$ cat config.mk
export PLATFORM = sky130hd
export DESIGN_NAME = ahb3lite_interconnect_slave_arbiter_flat
export DESIGN_NICKNAME = d
export VERILOG_FILES = /design/src/rtl/ahb3lite_interconnect_slave_arbiter_if.sv /design/src/rtl/ahb3lite_interconnect_slave_arbiter.sv /design/src/flat_wrapper.sv
export SDC_FILE = /design/constraint.sdc
export NUM_CORES = 1
export LEC_CHECK = 0
export ABC_AREA = 0
export BUFFER_PORTS_ARGS = -buffer_cell sky130_fd_sc_hd__buf_4
export CORE_ASPECT_RATIO = 0.6
export CORE_MARGIN = 10
export CORE_UTILIZATION = 60
export CTS_BUF_LIST = sky130_fd_sc_hd__clkbuf_4 sky130_fd_sc_hd__clkbuf_8
export DETAILED_ROUTE_END_ITERATION = 6
export GPL_TIMING_DRIVEN = 0
export PLACE_DENSITY = 0.89
export SYNTH_ARGS = -nofsm -noshare
export SYNTH_HDL_FRONTEND = slang
export SYNTH_SLANG_ARGS = --single-unit
export TNS_END_PERCENT = 20
$ cat constraint.sdc
create_clock -name HCLK -period 6.5 [get_ports HCLK]
set_input_delay 0 -clock HCLK [delete_from_list [all_inputs] [get_ports HCLK]]
set_output_delay 0 -clock HCLK [all_outputs]
set_load 0.01 [all_outputs]
$ cat src/rtl/ahb3lite_interconnect_slave_arbiter_if.sv
// Bus bundle between the master ports and one slave-port arbiter of the AHB3-Lite matrix.
// Carries per-master request qualifiers in and the ownership selects out.
interface ahb3lite_interconnect_slave_arbiter_if #(
    parameter int MASTERS = 3
);
    localparam int PRIORITY_BITS = $clog2(MASTERS + 1);
    localparam int MASTER_BITS   = (MASTERS > 1) ? $clog2(MASTERS) : 1;

    logic [MASTERS-1:0]                    HSEL;
    logic [MASTERS-1:0][1:0]               HTRANS;
    logic [MASTERS-1:0]                    HMASTLOCK;
    logic [MASTERS-1:0][PRIORITY_BITS-1:0] priority_i;
    logic                                  HREADY;
    logic [MASTERS-1:0]                    grant_o;
    logic [MASTER_BITS-1:0]                grant_id_o;
    logic [MASTERS-1:0]                    data_grant_o;
    logic [MASTERS-1:0]                    pending_o;
    logic [PRIORITY_BITS-1:0]              priority_o;

    modport master (
        output HSEL, HTRANS, HMASTLOCK, priority_i, HREADY,
        input  grant_o, grant_id_o, data_grant_o, pending_o, priority_o
    );

    modport slave (
        input  HSEL, HTRANS, HMASTLOCK, priority_i, HREADY,
        output grant_o, grant_id_o, data_grant_o, pending_o, priority_o
    );
endinterface

$ cat src/rtl/ahb3lite_interconnect_slave_arbiter.sv
// Per-slave-port arbiter: priority-then-round-robin address-phase ownership,
// held across bursts and locked sequences, with a registered data-phase select.
module ahb3lite_interconnect_slave_arbiter #(
    parameter int MASTERS = 3
) (
    input logic                                  HCLK,
    input logic                                  HRESETn,
    ahb3lite_interconnect_slave_arbiter_if.slave bus
);
    localparam int PRIORITY_BITS = $clog2(MASTERS + 1);
    localparam int MASTER_BITS   = (MASTERS > 1) ? $clog2(MASTERS) : 1;

    typedef enum logic {
        NONE  = 1'b0,
        OWNED = 1'b1
    } state_t;

    state_t                   state_q, state_d;
    logic [MASTER_BITS-1:0]   owner_q, owner_d;
    logic [MASTER_BITS-1:0]   last_q, last_d;
    logic [MASTERS-1:0]       data_grant_q, data_grant_d;
    logic [MASTERS-1:0]       req, cand, grant;
    logic [MASTER_BITS-1:0]   winner, grant_id;
    logic [PRIORITY_BITS-1:0] prio_max;
    logic                     owner_lock, owner_burst, switchable;

    // Idle masters are treated as priority 0, so the max only considers requesters.
    always_comb begin
        req      = '0;
        cand     = '0;
        prio_max = '0;
        for (int i = 0; i < MASTERS; i++) begin
            req[i] = bus.HSEL[i] & (bus.HTRANS[i] != 2'b00);
            if (req[i] && (bus.priority_i[i] > prio_max)) begin
                prio_max = bus.priority_i[i];
            end
        end
        for (int i = 0; i < MASTERS; i++) begin
            cand[i] = req[i] && (bus.priority_i[i] == prio_max);
        end
    end

    always_comb begin
        int   idx;
        logic found;
        idx    = 0;
        found  = 1'b0;
        winner = '0;
        for (int k = 1; k <= MASTERS; k++) begin
            idx = int'(last_q) + k;
            if (idx >= MASTERS) begin
                idx = idx - MASTERS;
            end
            if (!found && cand[idx]) begin
                winner = MASTER_BITS'(idx);
                found  = 1'b1;
            end
        end
    end

    // SEQ and BUSY both have HTRANS[0] set; those mark a burst that must not be broken.
    always_comb begin
        state_d      = state_q;
        owner_d      = owner_q;
        last_d       = last_q;
        data_grant_d = data_grant_q;
        grant        = '0;
        grant_id     = '0;
        owner_lock   = bus.HMASTLOCK[owner_q];
        owner_burst  = bus.HSEL[owner_q] & bus.HTRANS[owner_q][0];
        switchable   = (state_q == NONE) | (~owner_lock & ~owner_burst);

        if (bus.HREADY && switchable && (|req)) begin
            grant[winner] = 1'b1;
            grant_id      = winner;
        end else if (state_q == OWNED) begin
            grant[owner_q] = 1'b1;
            grant_id       = owner_q;
        end

        if (bus.HREADY) begin
            owner_d      = grant_id;
            state_d      = (|grant) ? OWNED : NONE;
            data_grant_d = grant;
            if ((|grant) && ((state_q == NONE) || (grant_id != owner_q))) begin
                last_d = grant_id;
            end
        end
    end

    always_ff @(posedge HCLK or negedge HRESETn) begin
        if (!HRESETn) begin
            state_q      <= NONE;
            owner_q      <= '0;
            last_q       <= MASTER_BITS'(MASTERS - 1);
            data_grant_q <= '0;
        end else begin
            state_q      <= state_d;
            owner_q      <= owner_d;
            last_q       <= last_d;
            data_grant_q <= data_grant_d;
        end
    end

    assign bus.grant_o      = grant;
    assign bus.grant_id_o   = grant_id;
    assign bus.data_grant_o = data_grant_q;
    assign bus.pending_o    = req & ~grant;
    assign bus.priority_o   = prio_max;
endmodule

$ cat src/flat_wrapper.sv
// flat-port wrapper written by rule: the top's interface ports become plain ports
module ahb3lite_interconnect_slave_arbiter_flat 
#(
    parameter int MASTERS = 3
)
  (HCLK, HRESETn, bus_HSEL, bus_HTRANS, bus_HMASTLOCK, bus_priority_i, bus_HREADY, bus_grant_o, bus_grant_id_o, bus_data_grant_o, bus_pending_o, bus_priority_o);
  ahb3lite_interconnect_slave_arbiter_if #(.MASTERS(MASTERS)) bus_i ();
  input logic HCLK;
  input logic HRESETn;
  input wire logic [$bits(bus_i.HSEL)-1:0] bus_HSEL;
  input wire logic [$bits(bus_i.HTRANS)-1:0] bus_HTRANS;
  input wire logic [$bits(bus_i.HMASTLOCK)-1:0] bus_HMASTLOCK;
  input wire logic [$bits(bus_i.priority_i)-1:0] bus_priority_i;
  input wire logic [$bits(bus_i.HREADY)-1:0] bus_HREADY;
  output wire logic [$bits(bus_i.grant_o)-1:0] bus_grant_o;
  output wire logic [$bits(bus_i.grant_id_o)-1:0] bus_grant_id_o;
  output wire logic [$bits(bus_i.data_grant_o)-1:0] bus_data_grant_o;
  output wire logic [$bits(bus_i.pending_o)-1:0] bus_pending_o;
  output wire logic [$bits(bus_i.priority_o)-1:0] bus_priority_o;
  assign bus_i.HSEL = bus_HSEL;
  assign bus_i.HTRANS = bus_HTRANS;
  assign bus_i.HMASTLOCK = bus_HMASTLOCK;
  assign bus_i.priority_i = bus_priority_i;
  assign bus_i.HREADY = bus_HREADY;
  assign bus_grant_o = bus_i.grant_o;
  assign bus_grant_id_o = bus_i.grant_id_o;
  assign bus_data_grant_o = bus_i.data_grant_o;
  assign bus_pending_o = bus_i.pending_o;
  assign bus_priority_o = bus_i.priority_o;
  ahb3lite_interconnect_slave_arbiter #(.MASTERS(MASTERS)) u_core (.HCLK(HCLK), .HRESETn(HRESETn), .bus(bus_i));
endmodule
==> results of run 1 <==
==> placed cells by master (no fill, tap or decap), drive strengths merged, types with 2 or more instances in the layout <==
master,count
xor2,5
nor3,2
buf,36
o21ai,12
nand3,3
o31a,3
ha,7
nor2,23
a211oi,3
o21a,4
or3,3
nand2,15
o211ai,3
dfrtp,7
a21oi,7
mux2i,2
nand2b,3
xnor2,4
mux2,7
clkbuf,6
inv,9
nor2b,3
o31ai,3
a32o,3
or4,2
a31oi,3
==> worst max-delay path: cells and delay by family <==
kind / cells / cell delay, ns
fa+ha+maj: 2 / 0.57
buf+inv: 1 / 0.12
compound gates: 9 / 2.10
simple gates: 4 / 0.93
mux: 2 / 0.73
==> stage by stage <==
step                std cells  worst slack (ns)
floorplan                 163             2.738
global placement          223             2.271
detailed placement        223             2.037
CTS                       228             2.236
global route              228             2.003
finish                    228             2.147
==> worst paths after layout <==
path,start,endpoint,slack (ns),depth (start not counted)
worst max register to register,u_core.last_q[0],u_core.last_q[0],3.46,10
max in group asynchronous,HRESETn,u_core.last_q[1],6.16,2
worst min-delay path,HRESETn,u_core.bus.data_grant_o[1],0.11,2
worst max-delay path,bus_HTRANS[0],u_core.last_q[0],2.15,18
worst min register to register,u_core.bus.data_grant_o[1],u_core.bus.data_grant_o[1],0.53,1
min in group HCLK,bus_HREADY,u_core.owner_q[0],0.20,4
==> report_power, final <==
group          switching (mW)  internal (mW)
Combinational           0.298          0.213
Clock                  0.0240         0.0471
Sequential             0.0196         0.0756
==> final cells by class <==
| type | instances | share of cell area [%] |
|---|---|---|
| sequential | 8 | 12.04 |
| tap | 30 | 2.244 |
| buffer | 8 | 2.693 |
| clock buffer | 4 | 2.917 |
| multi-input combinational | 138 | 64.02 |
| timing repair buffer | 31 | 14.06 |
| inverter | 9 | 2.019 |
==> layer usage <==
layer	share of wire (%)	up-vias
met4	3.0	0
li1	-	670
met5	0	-
met1	40	716
met3	9.7	26
met2	47	113
==> sequential cells by signal (all words and copies together), names as in the netlist <==
name	cells
u_core.bus.data_grant_o	3
u_core.last_q	2
u_core.owner_q	2
u_core.state_q	1
==> logic make-up (layout without fill, tap and decap cells) <==
kind of cell | after synthesis | in the layout | synth area share [%]
XOR/XNOR | 9 | 9 | 5.833
adder cells (fa/ha/maj) | 7 | 7 | 6.481
multiplexers | 9 | 9 | 9.074
buffers and inverters | 17 | 52 | 5.833
flip-flops | 8 | 8 | 14.91
AND/OR/NAND/NOR | 62 | 62 | 24.63
AO/OA/AOI/OAI | 51 | 51 | 33.24
==> timing repair <==
item | in CTS | in global routing
hold endpoints to repair | 8 | 0
hold buffers | 1 | 0
setup endpoints to repair | 0 | 0
gates resized for setup | 0 | 0
==> metrics.yaml, run 1 <==
cts-htree-levels: 1
core_footprint_sq_mm: 0.002147
worst_hold_slack_ns: 0.1114
slew_viol_final: 0
synthTopCellsByArea: "sky130_fd_sc_hd__dfrtp_1 (13%), sky130_fd_sc_hd__ha_1 (6.5%), sky130_fd_sc_hd__nor2_1 (6.4%)"
detailedRoute.firstPassIterationCount: 4
clkSlewWorstSetupHoldPaths_ns: 0.05
global_route.usage.met3_pct: 5.556
place.detailed.hpwl_mm: 3.469
placedInstanceArea_sq_mm: 0.001614
grt_overflow: 0
finalPower_uw: 676.4
yosys.area.top_type: "sky130_fd_sc_hd__dfrtp_1"
synthesis.yosys.warnings: 0
timing.critical_path.slowest_stage_cell: "sky130_fd_sc_hd__or4_1"
setup.worst_path.start_class: "input pin"
start_util_pct: 62.94
postSynth.asyncResetShare_pct: 100.0
die-area_sq_mm: 0.004613
synth-seq-cells: 8
grt_pass1_vias: 1500
min_period_over_period_pct: 66.97
final_layout_size_suffix_gt1_share_pct: 32.32
ir_worst_vdd_mv: 0.2280
finalWirelength_mm: 4.577
ios: 34
post_synthesis_cell_count: 163
route.detailed.drc: 0
most_crowded_layer_gr: "met2"
cp_cell_sequence: "buf_4 > o21a_1 > nand2_1 > ha_1 > nor2b_4 > o211ai_4 > mux2_4 > ha_1 > nor2b_1 > o211ai_2 > o21ai_1 > a21oi_2 > mux2i_1 > o211ai_2 > a21boi_2 > o32ai_1 > or4_1 > o31a_1"
post-synth-top-area-fraction_pct: 12.96
total_area_of_sequential_cells_sq_um: 201.4
netlist-cell-type-count: 60
power.density_mw_per_mm2: 404.3
multi_input_area_sq_mm: 0.001071
post-route-min-period_ns: 4.353
num-nets-final: 227
power.static_leakage_nw: 0.7600
clock_sinks: 8
fillCellCount: 147
setup_total_negative_slack_ns: 0
port-buffer-count: 30
worstPathArrival_ns: 4.47
globalRouteTotalUtil_pct: 19.66
critical-path-max-stage-delay_ns: 0.52
global_routing_usage_on_met1_pct: 23.54
tightestPinTransition_ns: 0.5648
rsz0062_at_grt: "false"
worst_skew_pair.late_latency_ns: 0.24
maxSlewHeadroom_pct: 61.95
maxCapViolCount: 0
placement_rows: 13
die_width_microns: 81.27
detail_route.vias_per_cell: 6.689
worst-path-max-fanout: 8
route.vias.total: 1525
first_pass_grt_wire_length_mm: 7.452
synth_fp_nets: 191
insertedDiodeCount: 0
cp.required_ns: 6.61
final_setup_fails: 0
cts.path.max_buffers: 2
drtAntennaViolNets: 0
cts_tree: "built"
gp_congestion: 0.8468
grt_util_met2_pct: 31.87
post-route-util_pct: 77.91
routed_wire_length_per_instance_microns: 20.07
cts-root-buf: "sky130_fd_sc_hd__clkbuf_8"
number_of_buffers_inserted_during_clock_tree_synthesis: 3
worstSetupPathType: "input pin to flop"
post_cts_buffers: 0
critical_path.endpoint_type: "flop"
grt_antenna_before_repair: 0
grt_start_max_net_pins: 11
timing_hold_violations_final: 0
status: "completed"
area.growth.synth_to_final_pct: 23.80
clock.fmax_mhz: 229.7
postLayoutCellArea_sq_mm: 0.001673
synth_area_sq_mm: 0.001351
synth_enable_flop_cells: 0
drt_first_iter_violations: 188
synth_ff_type: "sky130_fd_sc_hd__dfrtp_1"
hp-class: "input pin to asynchronous set/reset pin"
die_h_microns: 56.76
final.setup_skew_ns: 0.01227
post_synth_most_frequent_cells: "sky130_fd_sc_hd__nor2_1 (23), sky130_fd_sc_hd__nand2_1 (15), sky130_fd_sc_hd__inv_1 (9)"
synth_seq_area_share_pct: 14.91
yosys.cell_count.top_type: "sky130_fd_sc_hd__nor2_1"
syn-mean-instance-area_sq_um: 8.290
(Power assumes the default switching activity.)
==> inputs of run 2 (changes only) <==
Settings changed: CORE_UTILIZATION 60 to 55, PLACE_DENSITY 0.89 to 0.82.
Clock period 6.5 ns to 4.44 ns, I/O delays scaled along.
==> run 2 against run 1 <==
Net effect:
- global-route usage fell by 3.8 points
- power increased by 44%
- non-clock buffer count is 2 higher
- largest cell class unchanged
- register-to-register slack worse by 1.9 ns
==> metrics.yaml, run 2 (synthesized netlist as in run 1, its figures left out) <==
worstReg2RegEnd: "u_core.last_q[0]"
power.density_mw_per_mm2: 572.7  # +42%
die_h_microns: 58.40  # +2.9%
fillCellCount: 172  # +17%
maxSlewHeadroom_pct: 65.59  # +3.6 points
placement_rows: 13  # unchanged
cts-root-buf: "sky130_fd_sc_hd__clkbuf_8"
insertedDiodeCount: 0  # unchanged
worst-path-max-fanout: 8  # unchanged
grt_overflow: 0  # unchanged
timing.critical_path.slowest_stage_cell: "sky130_fd_sc_hd__o31ai_1"
post-route-util_pct: 75.86  # -2.0 points
most-common-layout-cells: "sky130_fd_sc_hd__buf_4 (33), sky130_fd_sc_hd__nor2_1 (22), sky130_fd_sc_hd__nand2_1 (15), sky130_fd_sc_hd__inv_1 (9), sky130_fd_sc_hd__o21ai_0 (8)"
cts-htree-levels: 1  # unchanged
drt_first_iter_violations: 108  # -43%
number_of_buffers_inserted_during_clock_tree_synthesis: 3  # unchanged
worstSetupPathType: "input pin to flop"
clock_sinks: 8  # unchanged
setup_total_negative_slack_ns: 0  # unchanged
share_comb_of_total_power_pct: 75.7  # +0.3 points
ios: 34  # unchanged
final_setup_fails: 0  # unchanged
route.detailed.drc: 0  # unchanged
share_clk_of_total_power_pct: 10.1  # -0.4 points
route.vias.total: 1418  # -7.0%
critical_path.endpoint_type: "flop"
start_util_pct: 60.20  # -2.7 points
final_layout_size_suffix_gt1_share_pct: 35.00  # +2.7 points
power.internal_uw: 498.3  # +49%
drtAntennaViolNets: 0  # unchanged
sequentialPowerShare_pct: 14.3  # +0.2 points
die-area_sq_mm: 0.004905  # +6.3%
worst_hold_slack_ns: 0.1150  # +0.003558 ns
num-nets-final: 229  # +0.88%
finalWirelength_mm: 4.025  # -12%
layout_commonest_cell: "sky130_fd_sc_hd__buf_4"
hp-class: "input pin to asynchronous set/reset pin"
slew_viol_final: 0  # unchanged
setup.worst_path.start_class: "input pin"
worst_skew_pair.late_latency_ns: 0.23  # about the same
power_switching_share_pct: 48.90  # -1.5 points
cp_cell_sequence: "buf_4 > o21a_1 > nand2_1 > ha_1 > nor2b_4 > o211ai_4 > mux2_4 > ha_1 > nor2b_1 > o211ai_2 > o21a_1 > a21oi_2 > buf_4 > o21ba_2 > o31ai_1 > a31oi_4 > a21o_1 > or4_1 > o31a_1"
dp.cells: 223  # unchanged
rr_startpoint: "u_core.last_q[0]"
grt_antenna_before_repair: 0  # unchanged
die_width_microns: 83.99  # +3.4%
p_switching_uw: 476.9  # +40%
power.static_leakage_nw: 0.7723  # +1.6%
final.setup_skew_ns: 0.006773  # -0.005501 ns
placedInstanceArea_sq_mm: 0.001614  # unchanged
core_footprint_sq_mm: 0.002245  # +4.5%
postLayoutCellArea_sq_mm: 0.001703  # +1.8%
critical-path-max-stage-delay_ns: 0.44  # -0.08 ns
min_period_over_period_pct: 95.06
largest_register_ff_count: 3  # unchanged
routed_wire_length_per_instance_microns: 17.50  # -13%
gp_congestion: 0.8444  # -0.28%
ff2ff_path_depth: 10  # unchanged
area.growth.synth_to_final_pct: 26.02
first_pass_grt_wire_length_mm: 6.672  # -10%
multi_input_area_sq_mm: 0.001086  # +1.4%
worstPathArrival_ns: 4.33  # -0.14 ns
globalRouteTotalUtil_pct: 15.89  # -3.8 points
grt_pass1_vias: 1383  # -7.8%
cts_tree: "built"
timing_hold_violations_final: 0  # unchanged
post-route-min-period_ns: 4.221
detailedRoute.firstPassIterationCount: 4  # unchanged
total_area_of_sequential_cells_sq_um: 201.4  # unchanged
detail_route.vias_per_cell: 6.165  # -7.8%
status: "completed"
worst_reg_to_reg_setup_slack_ns: 1.52  # -1.94 ns
tightestPinTransition_ns: 0.5117  # -0.05305 ns
cp.required_ns: 4.55  # -2.06 ns
clkSlewWorstSetupHoldPaths_ns: 0.04  # about the same
clock.fmax_mhz: 236.9
port-buffer-count: 30  # unchanged
place.detailed.hpwl_mm: 3.215  # -7.3%
grt_start_max_net_pins: 11  # unchanged
maxCapViolCount: 0  # unchanged
ir_worst_vdd_mv: 0.4056  # +78%
cts.path.max_buffers: 2  # unchanged
post_layout_nonfiller_instances: 230  # +0.88%
==> run 2: changes by cell type in the layout (fill, tap and decap cells not counted), sizes merged <==
cell,before,now
buf,36,38
==> run 2: area by class of cell <==
type | instances | area share, %
timing repair buffer | 33 | 14.70
clock buffer | 4 | 2.866
buffer | 8 | 2.645
tap | 30 | 2.204
multi-input combinational | 138 | 63.78
sequential | 8 | 11.83
inverter | 9 | 1.984
==> run 2: per-layer routing <==
metal  GRT usage, %  share of wire [%]  vias to the layer above
met4          4.513               0.89                        0
met1          21.79                 45                      652
li1               -                  -                      674
met3          3.571                9.5                        6
met2          24.27                 45                       86
met5              0                  0                        -
==> run 2: power groups by stage <==
stage	registers [mW]	logic (mW)	clock network, mW
finish	0.139	0.738	0.0981
global route	0.143	0.798	0.102
CTS	0.138	0.711	0.0980
detailed placement	0.138	0.706	0
global placement	0.135	0.673	0
floorplan	0.138	0.495	0
==> run 2: worst max-delay path by stage <==
stage                       end           from  depth (start not counted)  slack (ns)
6_report       u_core.last_q[0]  bus_HTRANS[0]                         19        0.22
5_1_grt        u_core.last_q[0]  bus_HTRANS[0]                         18     -0.0006
4_1_cts        u_core.last_q[0]  bus_HTRANS[0]                         18        0.26
3_5_place_dp   u_core.last_q[0]  bus_HTRANS[0]                         18        0.05
3_3_place_gp   u_core.last_q[0]  bus_HTRANS[0]                         18        0.19
2_1_floorplan  u_core.last_q[0]  bus_HTRANS[0]                         17        0.68
==> run 2: through the flow <==
| step | setup slack (ns) | power, mW |
|---|---|---|
| after global routing | -0.0005982 | 1.044 |
| after global placement | 0.1851 | 0.8087 |
| after CTS | 0.2647 | 0.9470 |
| after detailed placement | 0.05397 | 0.8444 |
| final | 0.2192 | 0.9752 |
| after floorplan | 0.6776 | 0.6330 |
==> run 2: what timing repair did <==
item	CTS	global route
hold buffers	1	0
setup buffers	0	2
resized for setup	0	4
hold endpoints to repair	8	0
setup endpoints to repair	0	3
==> run 2: critical path, delay by kind of cell <==
kind            cells  cell delay (ns)
compound gates     10             2.29
simple gates        4             0.82
fa+ha+maj           2             0.57
mux                 1             0.38
buf+inv             2             0.28
